--- src/rtl/game_pkg.sv ---
// Shared definitions for the factorization-game sequencer and the input/display datapath:
// state codes, checker verdict codes and the tick-counter width helper.
package game_pkg;

  typedef enum logic [3:0] {
    ST_IDLE     = 4'b0000,
    ST_READY    = 4'b0010,
    ST_QUESTION = 4'b0011,
    ST_INPUT    = 4'b0100,
    ST_JUDGE    = 4'b0101,
    ST_CORRECT  = 4'b0110,
    ST_WRONG    = 4'b0111,
    ST_CLEAR    = 4'b1000,
    ST_TIMEOUT  = 4'b1001,
    ST_GAMEOVER = 4'b1010,
    ST_RESULT   = 4'b1011
  } state_e;

  localparam logic [1:0] RES_PEND = 2'b00;
  localparam logic [1:0] RES_OK   = 2'b01;

  function automatic int tick_cnt_w(input int max_ticks);
    return (max_ticks < 1) ? 1 : $clog2(max_ticks + 1);
  endfunction

endpackage

--- src/rtl/game_tick_timer.sv ---
// Prescaler plus tick down-counter; a load restarts both so a timed state lasts
// exactly value*TICK_CYC cycles from the load.
module game_tick_timer import game_pkg::*; #(
  parameter int TICK_CYC = 50_000_000,
  parameter int CNT_W    = 7
) (
  input  logic             CLK,
  input  logic             RST,
  input  logic             load_i,
  input  logic [CNT_W-1:0] value_i,
  input  logic             freeze_i,
  output logic             tick_o,
  output logic             expired_o
);

  localparam int              PRE_W    = (TICK_CYC > 1) ? $clog2(TICK_CYC) : 1;
  localparam logic [PRE_W-1:0] PRE_LAST = PRE_W'(TICK_CYC - 1);

  logic [PRE_W-1:0] pre_q, pre_d;
  logic [CNT_W-1:0] cnt_q, cnt_d;

  assign tick_o    = !freeze_i && (pre_q == PRE_LAST);
  assign expired_o = tick_o && (cnt_q == CNT_W'(1));

  always_comb begin
    pre_d = pre_q;
    cnt_d = cnt_q;
    if (load_i) begin
      pre_d = '0;
      cnt_d = value_i;
    end else if (tick_o) begin
      pre_d = '0;
      if (cnt_q != '0) cnt_d = cnt_q - CNT_W'(1);
    end else if (!freeze_i) begin
      pre_d = pre_q + PRE_W'(1);
    end
  end

  always_ff @(posedge CLK or negedge RST) begin
    if (!RST) begin
      pre_q <= '0;
      cnt_q <= '0;
    end else begin
      pre_q <= pre_d;
      cnt_q <= cnt_d;
    end
  end

endmodule

--- src/rtl/game_seq_ctrl.sv ---
// Round sequencer for the factorization game: state code, question request, score/miss/time.
// Optional GAME_PAUSE_EN adds a PAUSE level input that freezes timed states.
module game_seq_ctrl import game_pkg::*; #(
  parameter int TICK_CYC    = 50_000_000,
  parameter int SHOW_TICKS  = 3,
  parameter int LIMIT_TICKS = 30,
  parameter int MSG_TICKS   = 2,
  parameter int NUM_Q       = 5,
  parameter int MAX_MISS    = 3
) (
`ifdef GAME_PAUSE_EN
  input  logic       PAUSE,
`endif
  input  logic       CLK,
  input  logic       RST,
  input  logic       START,
  input  logic       QUE_OK,
  input  logic       DEC,
  input  logic [1:0] RESULT,
  output logic [3:0] STATE,
  output logic       Q_REQ,
  output logic [3:0] Q_NUM,
  output logic [3:0] SCORE,
  output logic [1:0] MISS,
  output logic [6:0] TIME_LEFT
);

  localparam int         MAX_T0    = (SHOW_TICKS > LIMIT_TICKS) ? SHOW_TICKS : LIMIT_TICKS;
  localparam int         MAX_T     = (MAX_T0 > MSG_TICKS) ? MAX_T0 : MSG_TICKS;
  localparam int         CNT_W     = tick_cnt_w(MAX_T);
  localparam logic [3:0] NUM_Q4    = 4'(NUM_Q);
  localparam logic [1:0] MAX_MISS2 = 2'(MAX_MISS);
  localparam logic [6:0] LIMIT7    = 7'(LIMIT_TICKS);

  function automatic logic [3:0] inc_sat4(input logic [3:0] v);
    return (v == 4'hF) ? v : v + 4'd1;
  endfunction

  function automatic logic [1:0] inc_sat2(input logic [1:0] v);
    return (v == 2'b11) ? v : v + 2'd1;
  endfunction

  state_e           state_q, state_d;
  logic [3:0]       score_q, score_d, qnum_q, qnum_d;
  logic [1:0]       miss_q, miss_d;
  logic [6:0]       time_q, time_d;
  logic             qreq_q, qreq_d;
  logic             load, tick, expired, paused;
  logic [CNT_W-1:0] tval;

`ifdef GAME_PAUSE_EN
  logic timed_st;
  assign timed_st = state_q inside {ST_QUESTION, ST_INPUT, ST_CORRECT, ST_WRONG,
                                    ST_TIMEOUT, ST_CLEAR, ST_GAMEOVER};
  assign paused   = PAUSE && timed_st;
`else
  assign paused = 1'b0;
`endif

  game_tick_timer #(.TICK_CYC(TICK_CYC), .CNT_W(CNT_W)) u_timer (
    .CLK       (CLK),
    .RST       (RST),
    .load_i    (load),
    .value_i   (tval),
    .freeze_i  (paused),
    .tick_o    (tick),
    .expired_o (expired)
  );

  always_comb begin
    state_d = state_q;
    case (state_q)
      ST_IDLE:     if (START) state_d = ST_READY;
      ST_READY:    if (QUE_OK) state_d = ST_QUESTION;
      ST_QUESTION: if (expired) state_d = ST_INPUT;
      // A DEC on the final tick beats the timeout
      ST_INPUT: begin
        if (DEC && !paused) state_d = ST_JUDGE;
        else if (expired)   state_d = ST_TIMEOUT;
      end
      ST_JUDGE: begin
        if (RESULT == RES_OK)        state_d = ST_CORRECT;
        else if (RESULT != RES_PEND) state_d = ST_WRONG;
      end
      ST_CORRECT:  if (expired) state_d = (qnum_q == NUM_Q4) ? ST_CLEAR : ST_READY;
      ST_WRONG:    if (expired) state_d = (miss_q == MAX_MISS2) ? ST_GAMEOVER : ST_INPUT;
      ST_TIMEOUT: begin
        if (expired) begin
          if (miss_q == MAX_MISS2)    state_d = ST_GAMEOVER;
          else if (qnum_q == NUM_Q4)  state_d = ST_CLEAR;
          else                        state_d = ST_READY;
        end
      end
      ST_CLEAR, ST_GAMEOVER: if (expired) state_d = ST_RESULT;
      ST_RESULT:   if (START) state_d = ST_IDLE;
      default:     state_d = ST_IDLE;
    endcase
  end

  assign load = (state_d != state_q);

  // Entry actions: counters update on the edge that enters the state
  always_comb begin
    score_d = score_q;
    miss_d  = miss_q;
    qnum_d  = qnum_q;
    qreq_d  = 1'b0;
    time_d  = '0;
    tval    = '0;
    if (load) begin
      case (state_d)
        ST_READY: begin
          qreq_d = 1'b1;
          if (state_q == ST_IDLE) begin
            score_d = '0;
            miss_d  = '0;
            qnum_d  = '0;
          end
        end
        ST_QUESTION: tval = CNT_W'(SHOW_TICKS);
        ST_INPUT:    tval = CNT_W'(LIMIT_TICKS);
        ST_CORRECT: begin
          tval    = CNT_W'(MSG_TICKS);
          score_d = inc_sat4(score_q);
          qnum_d  = inc_sat4(qnum_q);
        end
        ST_WRONG: begin
          tval   = CNT_W'(MSG_TICKS);
          miss_d = inc_sat2(miss_q);
        end
        ST_TIMEOUT: begin
          tval   = CNT_W'(MSG_TICKS);
          miss_d = inc_sat2(miss_q);
          qnum_d = inc_sat4(qnum_q);
        end
        ST_CLEAR, ST_GAMEOVER: tval = CNT_W'(MSG_TICKS);
        default: ;
      endcase
    end
    if (state_d == ST_INPUT) begin
      if (load)                     time_d = LIMIT7;
      else if (tick && time_q != 0) time_d = time_q - 7'd1;
      else                          time_d = time_q;
    end
  end

  always_ff @(posedge CLK or negedge RST) begin
    if (!RST) begin
      state_q <= ST_IDLE;
      score_q <= '0;
      miss_q  <= '0;
      qnum_q  <= '0;
      time_q  <= '0;
      qreq_q  <= 1'b0;
    end else begin
      state_q <= state_d;
      score_q <= score_d;
      miss_q  <= miss_d;
      qnum_q  <= qnum_d;
      time_q  <= time_d;
      qreq_q  <= qreq_d;
    end
  end

  assign STATE     = state_q;
  assign Q_REQ     = qreq_q;
  assign Q_NUM     = qnum_q;
  assign SCORE     = score_q;
  assign MISS      = miss_q;
  assign TIME_LEFT = time_q;

endmodule

--- config.mk ---
export PLATFORM = sky130hd
export DESIGN_NAME = game_seq_ctrl
export DESIGN_NICKNAME = d
export VERILOG_FILES = /design/src/rtl/game_pkg.sv /design/src/rtl/game_tick_timer.sv /design/src/rtl/game_seq_ctrl.sv
export SDC_FILE = /design/constraint.sdc
export NUM_CORES = 1
export LEC_CHECK = 0
export CAP_MARGIN = 30
export CORE_UTILIZATION = 45
export CTS_BUF_LIST = sky130_fd_sc_hd__clkbuf_8
export CTS_CLUSTER_DIAMETER = 40
export DETAILED_ROUTE_END_ITERATION = 10
export GPL_TIMING_DRIVEN = 0
export PLACE_DENSITY = 0.6
export SLEW_MARGIN = 25
export SYNTH_ARGS = -nofsm -noshare
export SYNTH_HDL_FRONTEND = slang
export SYNTH_HIERARCHICAL = 1
export SYNTH_SLANG_ARGS = --single-unit
--- constraint.sdc ---
create_clock -name CLK -period 4.7 [get_ports CLK]
set_input_delay 0.47 -clock CLK [delete_from_list [all_inputs] [get_ports CLK]]
set_output_delay 0.47 -clock CLK [all_outputs]
set_load 0.02 [all_outputs]
Yosys cells after proc, flatten, opt, wreduce, memory -nomap -nowiden
Index checks and enable logic that the tools add are counted.
Operators by class
  reductions and logical operators: 19
  equal/unequal tests: 31
  multiplexer cells: 35
  $add $sub $neg: 6
Operator list (number)
  4-bit 2-to-1 mux: 18
  26-bit 2-to-1 mux: 2
  4-bit one-hot mux with 10 select lines: 1
  4-bit == test, second input constant: 9
  4-bit by 3-bit == test with 1-bit output, second input constant: 8
  26-bit by 1-bit adder with 26-bit output, second input constant: 1
  26-bit == test, second input constant: 1
  7-bit 2-to-1 mux: 3
  4-bit by 2-bit == test with 1-bit output, second input constant: 4
  4-bit one-hot mux with 2 select lines: 2
  5-bit 2-to-1 mux: 3
  5-bit one-hot mux with 3 select lines: 1
  4-bit AND reduction: 3
  2-bit nonzero test: 6
  4-bit by 1-bit adder with 4-bit output, second input constant: 2
  2-bit inequality test, second input constant: 4
  7-bit nonzero test: 1
  7-bit by 1-bit subtractor with 7-bit output, second input constant: 1
  2-bit OR reduction: 3
  5-bit by 1-bit == test with 1-bit output, second input constant: 1
  5-bit nonzero test: 1
  5-bit OR reduction: 1
  5-bit by 1-bit subtractor with 5-bit output, second input constant: 1
  4-bit logical NOT: 1
  10 further kinds: 13
Word-level totals
  output and inout bits: 22
  word-level logic and storage cells: 99
  input bits: 7
  register bits after elaboration: 53

Longest topological paths before layout
Gate-level depths: netlist (run 1).
  word-level depth: 9
  depth in mapped cells: 18
  depth with buffers taken out: 16

Cells and area by module
Netlist (run 1), hierarchy kept.
By module, submodules not included
  game_tick_timer: area an instance 1794.2 µm², times used 1, seq. area each 775.7 µm², cells an instance 188
  game_seq_ctrl: area an instance 1721.7 µm², times used 1, seq. area each 550.5 µm², cells an instance 198

Worst setup path after synthesis (run 1)
OpenSTA, ideal clock, no wires.
  kind: register to register
  start: register u_timer.pre_q[0]
  end: register u_timer.pre_q[12]
  setup time: 0.072 ns
  arrival: 3.934 ns
  path buffers: 3
  stages on the path, launching flop included: 16
  data required time: 4.628 ns
  setup slack: 0.695 ns
  path through: dfrtp_1 ha_1 nand3b_1 or4_1 nor4_4 and3_1 buf_2 nand4b_1 o22a_1 or3_1 a211oi_2 buf_4 inv_2 or2_2 buf_4 nor2_1
Between the ends
  cells in the longest elaborated chain, start to end: 7
  elaborated cells on any way between the ends: 14
RTL lines
  start, declared: line game_tick_timer.sv:19  | logic [PRE_W-1:0] pre_q, pre_d;
  start signal, assigned: line game_tick_timer.sv:44  | pre_q <= pre_d;
  26-bit == test (*): line game_tick_timer.sv:22  | assign tick_o = !freeze_i && (pre_q == PRE_LAST);
  via tick: line game_seq_ctrl.sv:48  | logic load, tick, expired, paused;
  1-bit logical AND (*): line game_tick_timer.sv:23  | assign expired_o = tick_o && (cnt_q == CNT_W'(1));
  via expired: line game_seq_ctrl.sv:48
  4-bit 2-to-1 mux: line game_seq_ctrl.sv:79  | else if (expired) state_d = ST_TIMEOUT;
  4-bit 2-to-1 mux: line game_seq_ctrl.sv:78  | if (DEC && !paused) state_d = ST_JUDGE;
  4-bit one-hot mux with 10 select lines (*): line game_seq_ctrl.sv:72  | case (state_q)
  4-bit inequality test (*): line game_seq_ctrl.sv:100  | assign load = (state_d != state_q);
  via load: line game_seq_ctrl.sv:48
  26-bit 2-to-1 mux (*): line game_tick_timer.sv:28  | if (load_i) begin
The timed path passes the listed nets; every way through them passes the cells marked *.
A chain may end at the register's enable or synchronous reset.

Worst setup path in the final report (run 1)
  start: register u_timer.pre_q[0]
  end: register u_timer.pre_q[25]
Same word-level chain as after synthesis.

==> results.toml, run 1 <==
[status]
outcome = "finished, final reports clean"

[synth]
synthCells = 386
synthFlopType = "dfrtp_1"
yosysSeqAreaShare_pct = 37.7
synth_edf_count = 0
synth.distinct_cells = 74
yosys_warnings = 6
ys_ff_latch = 53
synth_area_um2 = 3520
syn_area_per_cell_um2 = 9.11
async_flop_share_pct = 100

[detailed_routing]
routedWlPerCell_um = 15.1
drc = 0
wl_mm = 7.98
ant_nets = 0
viasPerCell = 5.61
num_vias = 2962
dr.pass1.iters = 4
drt-initial-drc-count = 146

[setup_path]
crit_path_end_kind = "flip-flop"
critical_path_arrival_ps = 4600
critPathKind = "flip-flop to flip-flop"
cp.required_ps = 4940
worstPathMaxFanout = 10
start_kind = "flip-flop"

[placed_design]
dp_cells = 517
hpwl_mm = 5.92
io_buffer_count = 28
gp_congestion = 0.833
dpl_cell_area_um2 = 3950

[clock_network]
clk_latency_ps = 310
clockBufferDepth = 2
cts-root-buf = "clkbuf_8"
ctsHoldBuffers = 0
numClockSinks = 53
cts_tree = "yes"
cts_buffers = 5
path_clk_slew_ps = 110
htreeDepth = 2

[sta]
period_minus_slack_ps = 4360
finalSetupViolCount = 0
maxSlewHeadroom_pct = 41.6
tightest_slew_ps = 868
fmax_mhz = 229
hold_ws_ps = 57.7
finalHoldViolCount = 0
rsz0062_at_grt = "false"
final-max-slew-violation-count = 0
clock_skew_ps = 12.9
post-route-period-util_pct = 92.7

[finish]
multiInputGateArea_um2 = 2050
antenna_cells = 0
final_cell_area_um2 = 4100
area_growth_pct = 16.5
drive_above_1_share_pct = 11.7
nets = 444
seq_area_um2 = 1330
postLayoutCoreUtil_pct = 55.3
fill_cells = 702
instances_no_fill = 528

[job]
maxCapViolCount = 0

[floorplanning]
die_area_um2 = 8170
die_w_um = 90.4
rows = 31
start_util_pct = 47.5
coreArea_um2 = 7410
ioPinCount = 29
die_y_um = 90.4

[min_path]
hold_class = "input port to async pin"

[global_route]
grt_max_degree = 28
grt_pass1_wl_mm = 13.8
grt_pass1_vias = 2784
grt_usage_pct = 20.6
grt_overflow_total = 0
antenna_found_initial = 0

[pwr]
power_density_nw_per_um2 = 382
p_leak_nw = 1.66
ir_drop_v = 0.000222
Yosys cell counts, types with 5 or more instances:
cell	n	area (um^2)
xor2_1	5	43.8
nor2_1	49	184
a21oi_1	18	90.1
nand4_1	6	37.5
ha_1	9	113
o21ai_0	11	55.1
nand2_1	21	78.8
nand3b_1	5	37.5
dfrtp_1	53	1330
nand2b_1	11	68.8
inv_1	14	52.6
xnor2_1	24	210
or3_1	8	50.1
nor4_1	10	62.6
or4_1	6	45.0
buf_4	6	45.0
nand3_1	13	65.1
nor3_1	18	90.1
nand4b_1	5	43.8
buf_2	5	25.0
per-stage QoR:
step	worst slack (ps)	TNS (ps)	total power, mW
after detailed placement	-35.4	-347	1.21
after CTS	70.1	0	1.55
after global routing	58.8	0	1.68
after global placement	15.7	0	1.20
final	341	0	1.57
after floorplan	695	0	1.03
path summary, 6_finish.rpt:
check | slack [ps] | to | startpoint | cells past startpoint
min in group CLK | 550 | MISS[1] | MISS[1] | 1
worst max register to register | 340 | u_timer/pre_q[25] | u_timer/pre_q[0] | 15
worst max-delay path | 340 | u_timer/pre_q[25] | u_timer/pre_q[0] | 15
max in group asynchronous | 4170 | u_timer/pre_q[17] | RST | 2
worst min-delay path | 60 | Q_NUM[3] | RST | 1
worst min register to register | 550 | MISS[1] | MISS[1] | 1
final cells by class:
type / instances / area share [%]
clock buffers: 5 / 1.68
well taps: 99 / 3.02
plain buffers: 15 / 2.44
multi-input cells: 305 / 50.1
repair buffers: 32 / 7.82
inverters: 16 / 1.47
flip-flops and latches: 53 / 32.4
clock inverters: 3 / 1.07
report_power, final:
group	switching (mW)	internal (mW)	leakage [nW]
clock	0.161	0.160	0.0585
sequential	0.0258	0.484	0.732
combinational	0.445	0.290	0.869
total	0.631	0.935	1.66
cell usage in the layout, fill, tap and decap left out, drive strengths merged, types with 3 or more instances in the layout:
cell type	n
xor2	5
nor4b	4
xnor2	24
dfrtp	53
mux2i	3
inv	17
nand4	7
nand4b	5
o21bai	3
o21ai	13
or2	4
a21o	4
and3	3
nor3	19
and4	3
conb	4
a21oi	19
a22o	4
clkdlybuf4s50	27
a211oi	4
nor2	49
nor2b	3
nand2	22
or3b	3
nand3b	5
ha	9
clkbuf	7
nor4	11
nand2b	11
mux2	5
or4	8
or3	8
or4b	4
nand3	13
buf	18
repair_timing:
| item | in CTS | in global routing |
|---|---|---|
| resized for setup | 2 | 0 |
| buffers inserted | 0 | 3 |
| setup endpoints to repair | 24 | 31 |
| pin swaps | 0 | 2 |
registers in the layout (all words and copies together), names as in the netlist:
register / flops
Q_NUM: 4
u_timer/cnt_q: 5
MISS: 2
u_timer/pre_q: 26
STATE: 4
Q_REQ: 1
TIME_LEFT: 7
SCORE: 4
critical path, stage by stage, from the launching register on:
cell and delay [ps]:
dfrtp_1 410, ha_1 240, nand3b_1 190, or4_4 630
nor4_4 270, and3_1 190, buf_2 210, nand4b_1 200
o22a_1 300, or3_1 400, a211oi_4 290, buf_4 230
inv_2 70, or2_2 340, buf_4 190, nor2_1 120
per-layer routing:
layer  up-vias  wire length [um]  track usage, %
met5         -                 0               0
met4         0                69            4.30
met3         6               346            3.54
met2        66              3260            29.9
met1      1411              4310            31.9
li1       1479                 -               -
cells by family after synthesis:
group                      Yosys count  share of synthesized area (%)
other                                1                          0.107
DFF                                 53                           37.7
adders and majority gates            9                           3.20
AOI/OAI and AO/OA                   66                           13.7
muxes                                8                           2.46
and+or+nand+nor                    189                           31.0
xor gates and xnor gates            29                           7.22
buffers and inverters               31                           4.56
Power figures use the tool's default switching activity.
==> run 2: changes to the inputs <==
--- a/config.mk
+++ b/config.mk
@@ -10,8 +10,10 @@
 export CTS_BUF_LIST = sky130_fd_sc_hd__clkbuf_8
 export CTS_CLUSTER_DIAMETER = 40
 export DETAILED_ROUTE_END_ITERATION = 10
+export DONT_BUFFER_PORTS = 1
 export GPL_TIMING_DRIVEN = 0
-export PLACE_DENSITY = 0.6
+export HOLD_SLACK_MARGIN = 0.08
+export PLACE_DENSITY = 0.56
 export SLEW_MARGIN = 25
 export SYNTH_ARGS = -nofsm -noshare
 export SYNTH_HDL_FRONTEND = slang
==> run 2 against run 1 <==
Clock-buffer cell count did not move. Non-clock buffer count fell by 28. Die area did not move. Sequential share of layout area rose by 2.3 points. Critical path type unchanged.
==> results.toml, run 2 (synthesis gave the netlist of run 1 again) <==
[setup_path]
critPathKind = "flip-flop to flip-flop"
reg2reg_setup_slack_ps = 360
reg2reg_depth = 16
critical_path_arrival_ps = 4590
crit_path_end_kind = "flip-flop"
cp.required_ps = 4950
reg2reg_to = "u_timer/pre_q[9]"
r2r-start = "u_timer/pre_q[0]"
worstPathMaxFanout = 10
start_kind = "flip-flop"

[global_route]
grt_max_degree = 54
grt_pass1_wl_mm = 13.8
antenna_found_initial = 0
grt_overflow_total = 0
grt_pass1_vias = 2717
grt_usage_pct = 20.9

[clock_network]
htreeDepth = 2
numClockSinks = 53
clk_latency_ps = 310
cts-root-buf = "clkbuf_8"
cts_tree = "yes"
cts_buffers = 5
path_clk_slew_ps = 100
clockBufferDepth = 2

[min_path]
hold_class = "input port to flip-flop"
hold_start = "QUE_OK"
hold_depth = 3
worstHoldEndpoint = "u_timer/cnt_q[0]"

[detailed_routing]
routedWlPerCell_um = 16.2
viasPerCell = 5.72
drc = 0
drt-initial-drc-count = 122
wl_mm = 8.12
dr.pass1.iters = 4
ant_nets = 0
num_vias = 2862

[finish]
nets = 416
final_cell_area_um2 = 3830
postLayoutCoreUtil_pct = 51.7
drive_above_1_share_pct = 12.0
layout_common_cells = "53 x dfrtp_1, 49 x nor2_1, 24 x xnor2_1, 21 x nand2_1"
area_growth_pct = 8.86
instances_no_fill = 500
top_register = "u_timer/pre_q"
largest_reg_flops = 26
antenna_cells = 0
final_common_cell = "dfrtp_1"
fill_cells = 728

[sta]
clock_skew_ps = 12.0
final-max-slew-violation-count = 0
post-route-period-util_pct = 92.4
finalSetupViolCount = 0
fmax_mhz = 230
maxSlewHeadroom_pct = 39.8
finalHoldViolCount = 0
tightest_slew_ps = 894
period_minus_slack_ps = 4340

[floorplanning]
die_area_um2 = 8170
ioPinCount = 29
coreArea_um2 = 7410
die_w_um = 90.4
die_y_um = 90.4
start_util_pct = 47.5
rows = 31

[pwr]
ir_drop_v = 0.000204
p_leak_nw = 1.56
power_density_nw_per_um2 = 397

[job]
maxCapViolCount = 0

[placed_design]
io_buffer_count = 0
dpl_cell_area_um2 = 3650
dp_cells = 488
hpwl_mm = 5.89
gp_congestion = 0.812

[status]
outcome = "finished, final reports clean"
-- run 2: cell count changes in the layout (fill, tap and decap cells not counted) --
cell / previous run / this run
buf_4: 10 / 8
buf_16: 0 / 1
dlygate4sd3_1: 0 / 1
clkdlybuf4s50_1: 27 / 0
buf_12: 1 / 0
-- run 2: report_power, final --
part | total [mW] | switching, mW | internal (mW)
registers | 0.533 | 0.0486 | 0.484
logic | 0.668 | 0.418 | 0.250
clock network | 0.318 | 0.158 | 0.160
-- run 2: worst max-delay path, cell delays in order, from the launching register on --
cell and delay (ps):
dfrtp_1 400, ha_1 260, nand3b_1 210, or4_4 630
nor4_4 250, and3_1 180, buf_2 200, inv_1 90
a21oi_1 170, o221ai_1 240, or3_1 410, a211oi_4 260
buf_4 230, inv_2 80, or2_2 330, buf_4 190
nor2_1 120
-- run 2: layout make-up --
| class | count | area (um^2) | area share, % |
|---|---|---|---|
| sequential | 53 | 1330 | 34.7 |
| buffer | 15 | 100 | 2.62 |
| timing repair buffer | 4 | 52.6 | 1.37 |
| tap | 99 | 124 | 3.24 |
| multi-input combinational | 305 | 2050 | 53.6 |
| clock buffer | 5 | 68.8 | 1.80 |
| inverter | 16 | 60.1 | 1.57 |
| clock inverter | 3 | 43.8 | 1.14 |
-- run 2: routing by layer --
| layer | GRT usage, % | up-vias | share of wire (%) |
|---|---|---|---|
| met2 | 29.1 | 62 | 42 |
| met4 | 4.30 | 0 | 0.85 |
| met1 | 32.8 | 1373 | 52 |
| met5 | 0 | - | 0 |
| met3 | 4.21 | 8 | 5.8 |
| li1 | - | 1419 | - |
-- run 2: worst max-delay path by stage --
stage                                   end        startpoint
after global placement    u_timer/pre_q[25]  u_timer/pre_q[0]
after detailed placement   u_timer/pre_q[9]  u_timer/pre_q[0]
after global routing       u_timer/pre_q[9]  u_timer/pre_q[0]
final                      u_timer/pre_q[9]  u_timer/pre_q[0]
after CTS                  u_timer/pre_q[9]  u_timer/pre_q[0]
after floorplan           u_timer/pre_q[12]  u_timer/pre_q[0]
-- run 2: stage by stage --
stage / setup TNS [ps] / power [mW] / setup slack [ps] / hold WS, ps
floorplan: 0 / 1.03 / 695 / 174
global placement: -826 / 1.16 / -54.1 / 176
detailed placement: -1820 / 1.17 / -136 / 177
CTS: 0 / 1.52 / 110 / 457
global route: -4.84 / 1.62 / -4.84 / 457
finish: 0 / 1.52 / 357 / 452
-- run 2: repair_timing --
action	in CTS	in global routing
hold buffers	2	0
buffers inserted	1	1
resized for setup	1	1
endpoints found under the setup margin	24	30
pin swaps	1	1
hold endpoints to repair	53	0
